<file path="src/rtl/async_fifo_wr_arbiter.sv">
// async_fifo_wr_arbiter
// Round-robin arbiter that shares the single write port of an async FIFO
// between NREQ requesters in the write-clock domain. Each grant lasts until
// MAX_BURST words have moved or the grantee drops valid. After every grant
// there is one idle cycle. No write is issued while the FIFO reports full.
//
// Ports
//   wr_clk     write clock, rising edge
//   awresetn   synchronous active-low reset
//   req_valid  per-requester word valid
//   req_data   packed words, requester i at [i*WIDTH +: WIDTH]
//   req_ready  per-requester accept (transfer on valid & ready)
//   wr_full    FIFO full flag
//   wren       FIFO write enable
//   data_in    FIFO write data
//   grant_id   current grantee, meaningful while busy=1
//   busy       high while a grant is held
//
// State table
//   S_IDLE  | no grant; pick next requester upward from rr_ptr
//   S_GRANT | grant_id owns the FIFO write port
module async_fifo_wr_arbiter #(
  parameter int WIDTH     = 8,
  parameter int NREQ      = 4,
  parameter int MAX_BURST = 4
) (
  input  logic                      wr_clk,
  input  logic                      awresetn,
  input  logic [NREQ-1:0]           req_valid,
  input  logic [NREQ*WIDTH-1:0]     req_data,
  output logic [NREQ-1:0]           req_ready,
  input  logic                      wr_full,
  output logic                      wren,
  output logic [WIDTH-1:0]          data_in,
  output logic [$clog2(NREQ)-1:0]   grant_id,
  output logic                      busy
);

  localparam int IW = $clog2(NREQ);
  localparam int BW = $clog2(MAX_BURST + 1);
  localparam logic [BW-1:0] LAST = BW'(MAX_BURST - 1);
  localparam logic [IW-1:0] TOP  = IW'(NREQ - 1);

  typedef enum logic {S_IDLE, S_GRANT} state_t;

  state_t          state_q, state_d;
  logic [IW-1:0]   rr_ptr_q, rr_ptr_d;
  logic [IW-1:0]   grant_q, grant_d;
  logic [BW-1:0]   burst_cnt_q, burst_cnt_d;
  logic            busy_q, busy_d;

  logic [WIDTH-1:0] words [NREQ];
  logic [IW-1:0]    pick;
  logic             pick_found;
  logic             cur_valid;
  int               slot;

  for (genvar i = 0; i < NREQ; i++) begin : g_words
    assign words[i] = req_data[i*WIDTH +: WIDTH];
  end

  // Search upward from rr_ptr; the wrap is done on an integer so a
  // non-power-of-two NREQ never produces an out-of-range index.
  always_comb begin
    pick       = '0;
    pick_found = 1'b0;
    slot       = 0;
    for (int i = 0; i < NREQ; i++) begin
      slot = int'(rr_ptr_q) + i;
      if (slot >= NREQ) slot = slot - NREQ;
      if (!pick_found && req_valid[IW'(slot)]) begin
        pick_found = 1'b1;
        pick       = IW'(slot);
      end
    end
  end

  // Transfer path is gated by awresetn so a reset cycle never writes,
  // even while the state register still holds S_GRANT.
  always_comb begin
    cur_valid = req_valid[grant_q];
    req_ready = '0;
    wren      = 1'b0;
    data_in   = '0;
    if (state_q == S_GRANT && awresetn) begin
      req_ready[grant_q] = ~wr_full;
      wren               = cur_valid & ~wr_full;
      data_in            = words[grant_q];
    end
  end

  always_comb begin
    state_d     = state_q;
    rr_ptr_d    = rr_ptr_q;
    grant_d     = grant_q;
    burst_cnt_d = burst_cnt_q;
    busy_d      = busy_q;
    case (state_q)
      S_IDLE: begin
        if (pick_found) begin
          grant_d     = pick;
          burst_cnt_d = '0;
          state_d     = S_GRANT;
          busy_d      = 1'b1;
        end
      end
      S_GRANT: begin
        if (wren) burst_cnt_d = burst_cnt_q + 1'b1;
        // A full-stall with valid held is not a release.
        if (!cur_valid || (wren && burst_cnt_q == LAST)) begin
          state_d  = S_IDLE;
          busy_d   = 1'b0;
          rr_ptr_d = (grant_q == TOP) ? '0 : grant_q + 1'b1;
        end
      end
      default: begin
        state_d = S_IDLE;
        busy_d  = 1'b0;
      end
    endcase
  end

  always_ff @(posedge wr_clk) begin
    if (!awresetn) begin
      state_q     <= S_IDLE;
      rr_ptr_q    <= '0;
      grant_q     <= '0;
      burst_cnt_q <= '0;
      busy_q      <= 1'b0;
    end else begin
      state_q     <= state_d;
      rr_ptr_q    <= rr_ptr_d;
      grant_q     <= grant_d;
      burst_cnt_q <= burst_cnt_d;
      busy_q      <= busy_d;
    end
  end

  assign grant_id = grant_q;
  assign busy     = busy_q;

endmodule

</file>
<file path="config.mk">
export PLATFORM = sky130hd
export DESIGN_NAME = async_fifo_wr_arbiter
export DESIGN_NICKNAME = d
export VERILOG_FILES = /design/src/rtl/async_fifo_wr_arbiter.sv
export SDC_FILE = /design/constraint.sdc
export NUM_CORES = 1
export LEC_CHECK = 0
export ABC_AREA = 1
export BUFFER_PORTS_ARGS = -buffer_cell sky130_fd_sc_hd__buf_2
export CAP_MARGIN = 20
export CORE_MARGIN = 2
export CORE_UTILIZATION = 49
export DETAILED_ROUTE_END_ITERATION = 8
export PLACE_DENSITY = 0.86
export SKIP_LAST_GASP = 1
export SLEW_MARGIN = 20
export SYNTH_ARGS = -nofsm -noshare
export SYNTH_HDL_FRONTEND = slang
export SYNTH_SLANG_ARGS = --single-unit
</file>
<file path="constraint.sdc">
create_clock -name wr_clk -period 3.3 [get_ports wr_clk]
set_input_delay 0.66 -clock wr_clk [delete_from_list [all_inputs] [get_ports wr_clk]]
set_output_delay 0.66 -clock wr_clk [all_outputs]
set_load 0.01 [all_outputs]
</file>
# == Yosys cells after proc, flatten, opt, wreduce, memory -nomap -nowiden ==
# Index checks and enable logic that the tools add are counted.
# classes
n_addsub,9
order_cmp,11
eq_ne,5
muxes,44
bitwise_logic,5
n_reduce_logical,15
# ops
op,count
$mux 8,3
$mux 1,19
$mux 2,9
$bmux 8 s2,1
$lt 2x4->1 const B,4
$ge 3x3->1 const B,4
$bmux 1 s2,5
$reduce_and 2->1,4
$sub 2x1->2 const B,4
$add 2x2->3 const B,2
$logic_and 1x1->1,6
$mux 3,2
$pmux 3 s2,1
$and 4x4->4,1
$logic_not 1->1,4
$mux 4,1
$ne 2x2->1 const B,2
$pmux 1 s2,2
$add 2x1->3 const B,1
$add 3x1->3 const B,1
$eq 3x2->1 const B,1
$ge 2x3->1 const B,1
$lt 2x3->1 const B,1
$not 2->3,1
other kinds (8),9
# totals
ff_bits,9
output_inout_bits,16
word_cells,94

# == Logic depth before layout (Yosys ltp) ==
# depth
word_depth,17
ltp_mapped,11
mapped_depth_nobuf,11

# == Worst setup path after synthesis ==
# Ideal clock, no wire load.
# synth_timing
path_type,input to output
from,input awresetn
to,output req_ready[0]
t_arrival_ns,1.439
required_ns,2.640
setup_slack_ns,1.201
path_stages,5
n_path_buf,2
path_cell_list,buf_2 nand2_2 or2_1 buf_6 nor2_1
# synth_between
elab_chain_len,2
# synth_lines
item,line,text
from (decl),28,"input logic awresetn,"
$logic_and 1x1->1,85,if (state_q == S_GRANT && awresetn) begin
$mux 4,85,
to (decl),31,"output logic [NREQ-1:0] req_ready,"
# Every way passes these cells.

# == Worst setup path after layout ==
# layout_timing
from,"register grant_q[1], in the netlist grant_id[1]"
to,output wren
# layout_between
elab_chain_len,4
# layout_lines
item,line,text
from (decl),48,"logic [IW-1:0] grant_q, grant_d;"
from (signal assigned),133,grant_q <= grant_d;
$bmux 1 s2,81,cur_valid = req_valid[grant_q];
$mux 1 (implied by the code),81,
$and 1x1->1,87,wren = cur_valid & ~wr_full;
$mux 1,85,
to (decl),33,"output logic wren,"
# Every way passes these cells. The select of a mux whose other input is x is not followed.

==> results.py <==
metrics = {
    "grt": {
        "grt_pass1_vias": 1068,
        "grtUsageTotal_pct": 21.5,
        "antenna_found_initial": 0,
        "gr-total-overflow": 0,
        "grt_max_degree": 23,
        "grt_pass1_wl_mm": 4.37,
    },
    "worst_setup_path": {
        "critical_path.startpoint_type": "flip-flop",
        "crit_fanout": 13,
        "r2r-end": "rr_ptr_q[1]",
        "critPathLaunch": "grant_id[1]",
        "worstPathArrival_ns": 1.78,
        "cp-end-kind": "output pin",
        "path_class": "reg -> out",
        "crit_required_ns": 2.64,
        "r2r_start": "grant_id[1]",
        "r2r_slack_ns": 1.44,
        "ff2ff_path_depth": 7,
    },
    "logic_synthesis": {
        "synth.avg_cell_area_um2": 5.71,
        "ys_seq_area_share_pct": 16.9,
        "ys_warn_count": 0,
        "postSynthCellCount": 187,
        "ys_ff_latch": 9,
        "syn_nets": 232,
        "synth_area_um2": 1070,
        "ys_types": 27,
    },
    "finish": {
        "fin_nets": 283,
        "syn_to_final_growth_pct": 26.9,
        "diodes": 0,
        "drive_gt1_share_pct": 30.4,
    },
    "hold_path": {
        "hold_end": "busy",
        "whs_path_depth": 2,
        "worst_hold_path_type": "reg -> reg",
        "hp-start": "busy",
    },
    "floorplanning": {
        "start_util_pct": 53.4,
        "placeableCoreArea_um2": 2000,
        "dieArea_um2": 2570,
        "fp.dieH_um": 50.7,
        "rows": 16,
        "io_pins": 55,
        "die_x_um": 50.7,
    },
    "job": {
        "drv_cap": 0,
    },
    "timing": {
        "relSlewSlack_pct": 67.2,
        "rsz0062_at_grt": "false",
        "fin_crit_sh_pct": 74.0,
        "hold_slack_ns": 0.475,
        "worstMarginPinSlew_ns": 0.491,
        "skew_ns": 0.00262,
        "clock.fmax_ghz": 0.409,
        "fin_tns_setup_ns": 0,
        "period_needed_ns": 2.44,
        "hold_viol": 0,
        "drv_slew": 0,
        "setup_viol": 0,
    },
    "power_and_ir_drop": {
        "p_sw_share_pct": 54.3,
        "power_leakage_nw": 0.747,
        "vdd_drop_max_mv": 0.558,
        "seqPwrFrac_pct": 20.5,
        "p_int_mw": 0.433,
        "power_frac_comb_pct": 70.5,
        "p_sw_mw": 0.514,
        "clkPwrFrac_pct": 9.0,
        "power.density_nw_per_um2": 698,
    },
    "detailed_routing": {
        "viasPerCell": 4.92,
        "antenna_left": 0,
        "drtIter0Drc": 30,
        "vias": 1298,
        "wl_per_cell_um": 10.5,
        "drtPass1Iterations": 4,
        "drc": 0,
        "routed_wl_mm": 2.78,
    },
    "clocking": {
        "cts.clk_slew.worst_paths_ns": 0.06,
        "cts_root_buf": "clkbuf_4",
        "clock_sinks": 9,
        "clk_latency_ns": 0.26,
        "cts_buffers": 3,
        "clockBufferDepth": 2,
        "hold_buffers": 0,
        "cts_tree": "built",
        "h-tree-depth": 1,
        "cts_setup_buffers": 0,
        "cts_resized": 0,
    },
    "placed_design": {
        "port_buffers": 54,
        "hpwl_mm": 2.16,
        "gp_congestion": 0.840,
    },
    "run_status": {
        "status": "completed",
    },
}
[routing by layer]
| layer | global-route usage, % | wire length [um] |
|---|---|---|
| met1 | 27.4 | 1300 |
| met2 | 37.7 | 1320 |
| met3 | 3.27 | 131 |
| met4 | 4.95 | 24 |
| met5 | 0 | 0 |
[worst max path at each step]
| stage | end | slack [ns] | depth (start not counted) |
|---|---|---|---|
| global placement | wren | 1.01 | 5 |
| floorplan | req_ready[0] | 1.20 | 5 |
| global route | data_in[6] | 0.72 | 5 |
| detailed placement | wren | 0.99 | 5 |
| CTS | wren | 0.85 | 5 |
| finish | wren | 0.86 | 5 |
[cells in the mapped netlist, drive strengths merged]
master | instances | area share, %
nor2 | 44 | 18
nand2 | 39 | 16
inv | 22 | 7.7
o21ai | 22 | 10
a21oi | 16 | 7.5
nand3 | 14 | 7.0
dfxtp | 9 | 17
buf | 7 | 4.0
ha | 6 | 7.0
clkbuf | 2 | 0.70
a31oi | 1 | 0.59
nand3b | 1 | 0.70
nand4 | 1 | 0.59
o211ai | 1 | 0.70
o21bai | 1 | 1.8
or2 | 1 | 0.59
[cell type report]
cell class	instances	area, um^2
flip-flops and latches	9	180
fillers	206	646
repair buffers	55	278
clock buffers	4	26.3
inverters	22	82.6
well taps	27	33.8
multi-input cells	147	756
[kinds of logic after synthesis]
| family | synth area share (%) |
|---|---|
| buffers and inverters | 12.4 |
| AO/OA/AOI/OAI | 20.8 |
| flip-flops | 16.9 |
| adder cells (fa/ha/maj) | 7.03 |
| AND/OR/NAND/NOR | 42.9 |
[state kept, by name, indices dropped and copies added (netlist names)]
name,count
burst_cnt_q,3
rr_ptr_q,2
grant_id,2
busy,1
state_q,1
[critical path, cell delays in order (launching register included)]
cell	delay (ns)
dfxtp_1	0.59
inv_1	0.32
nand3_1	0.18
nand2_1	0.16
nor2_8	0.14
buf_2	0.14
[power groups by stage]
stage / clock [mW] / sequential (mW) / combinational [mW]
2_1_floorplan: 0 / 0.176 / 0.542
3_3_place_gp: 0 / 0.194 / 0.655
3_5_place_dp: 0 / 0.196 / 0.663
4_1_cts: 0.0864 / 0.194 / 0.669
5_1_grt: 0.0910 / 0.202 / 0.760
6_report: 0.0849 / 0.194 / 0.668
[placed cells by master, fill, tap and decap left out]
| cell type | instances |
|---|---|
| a21oi_1 | 16 |
| a31oi_1 | 1 |
| buf_2 | 54 |
| buf_4 | 1 |
| clkbuf_1 | 1 |
| clkbuf_4 | 3 |
| dfxtp_1 | 9 |
| ha_1 | 6 |
| inv_1 | 21 |
| inv_2 | 1 |
| nand2_1 | 31 |
| nand2_2 | 7 |
| nand2_4 | 1 |
| nand3_1 | 13 |
| nand3_2 | 1 |
| nand3b_1 | 1 |
| nand4_1 | 1 |
| nor2_1 | 41 |
| nor2_2 | 1 |
| nor2_4 | 1 |
| nor2_8 | 1 |
| o211ai_1 | 1 |
| o21ai_0 | 20 |
| o21ai_1 | 2 |
| o21bai_4 | 1 |
| or2_1 | 1 |
[through the flow]
| step | cell area [um^2] | cells | total power [mW] | utilization [%] | setup WS, ns |
|---|---|---|---|---|---|
| after floorplan | 1070 | 187 | 0.718 | - | 1.20 |
| after global placement | 1330 | 260 | 0.849 | 66.4 | 1.01 |
| after detailed placement | 1330 | 260 | 0.858 | 66.4 | 0.989 |
| after CTS | 1360 | 264 | 0.949 | 67.8 | 0.852 |
| after global routing | 1360 | 264 | 1.05 | 67.8 | 0.720 |
| final | 1360 | 264 | 0.947 | 67.8 | 0.857 |
Note: power is estimated with default switching activity, not from simulation.
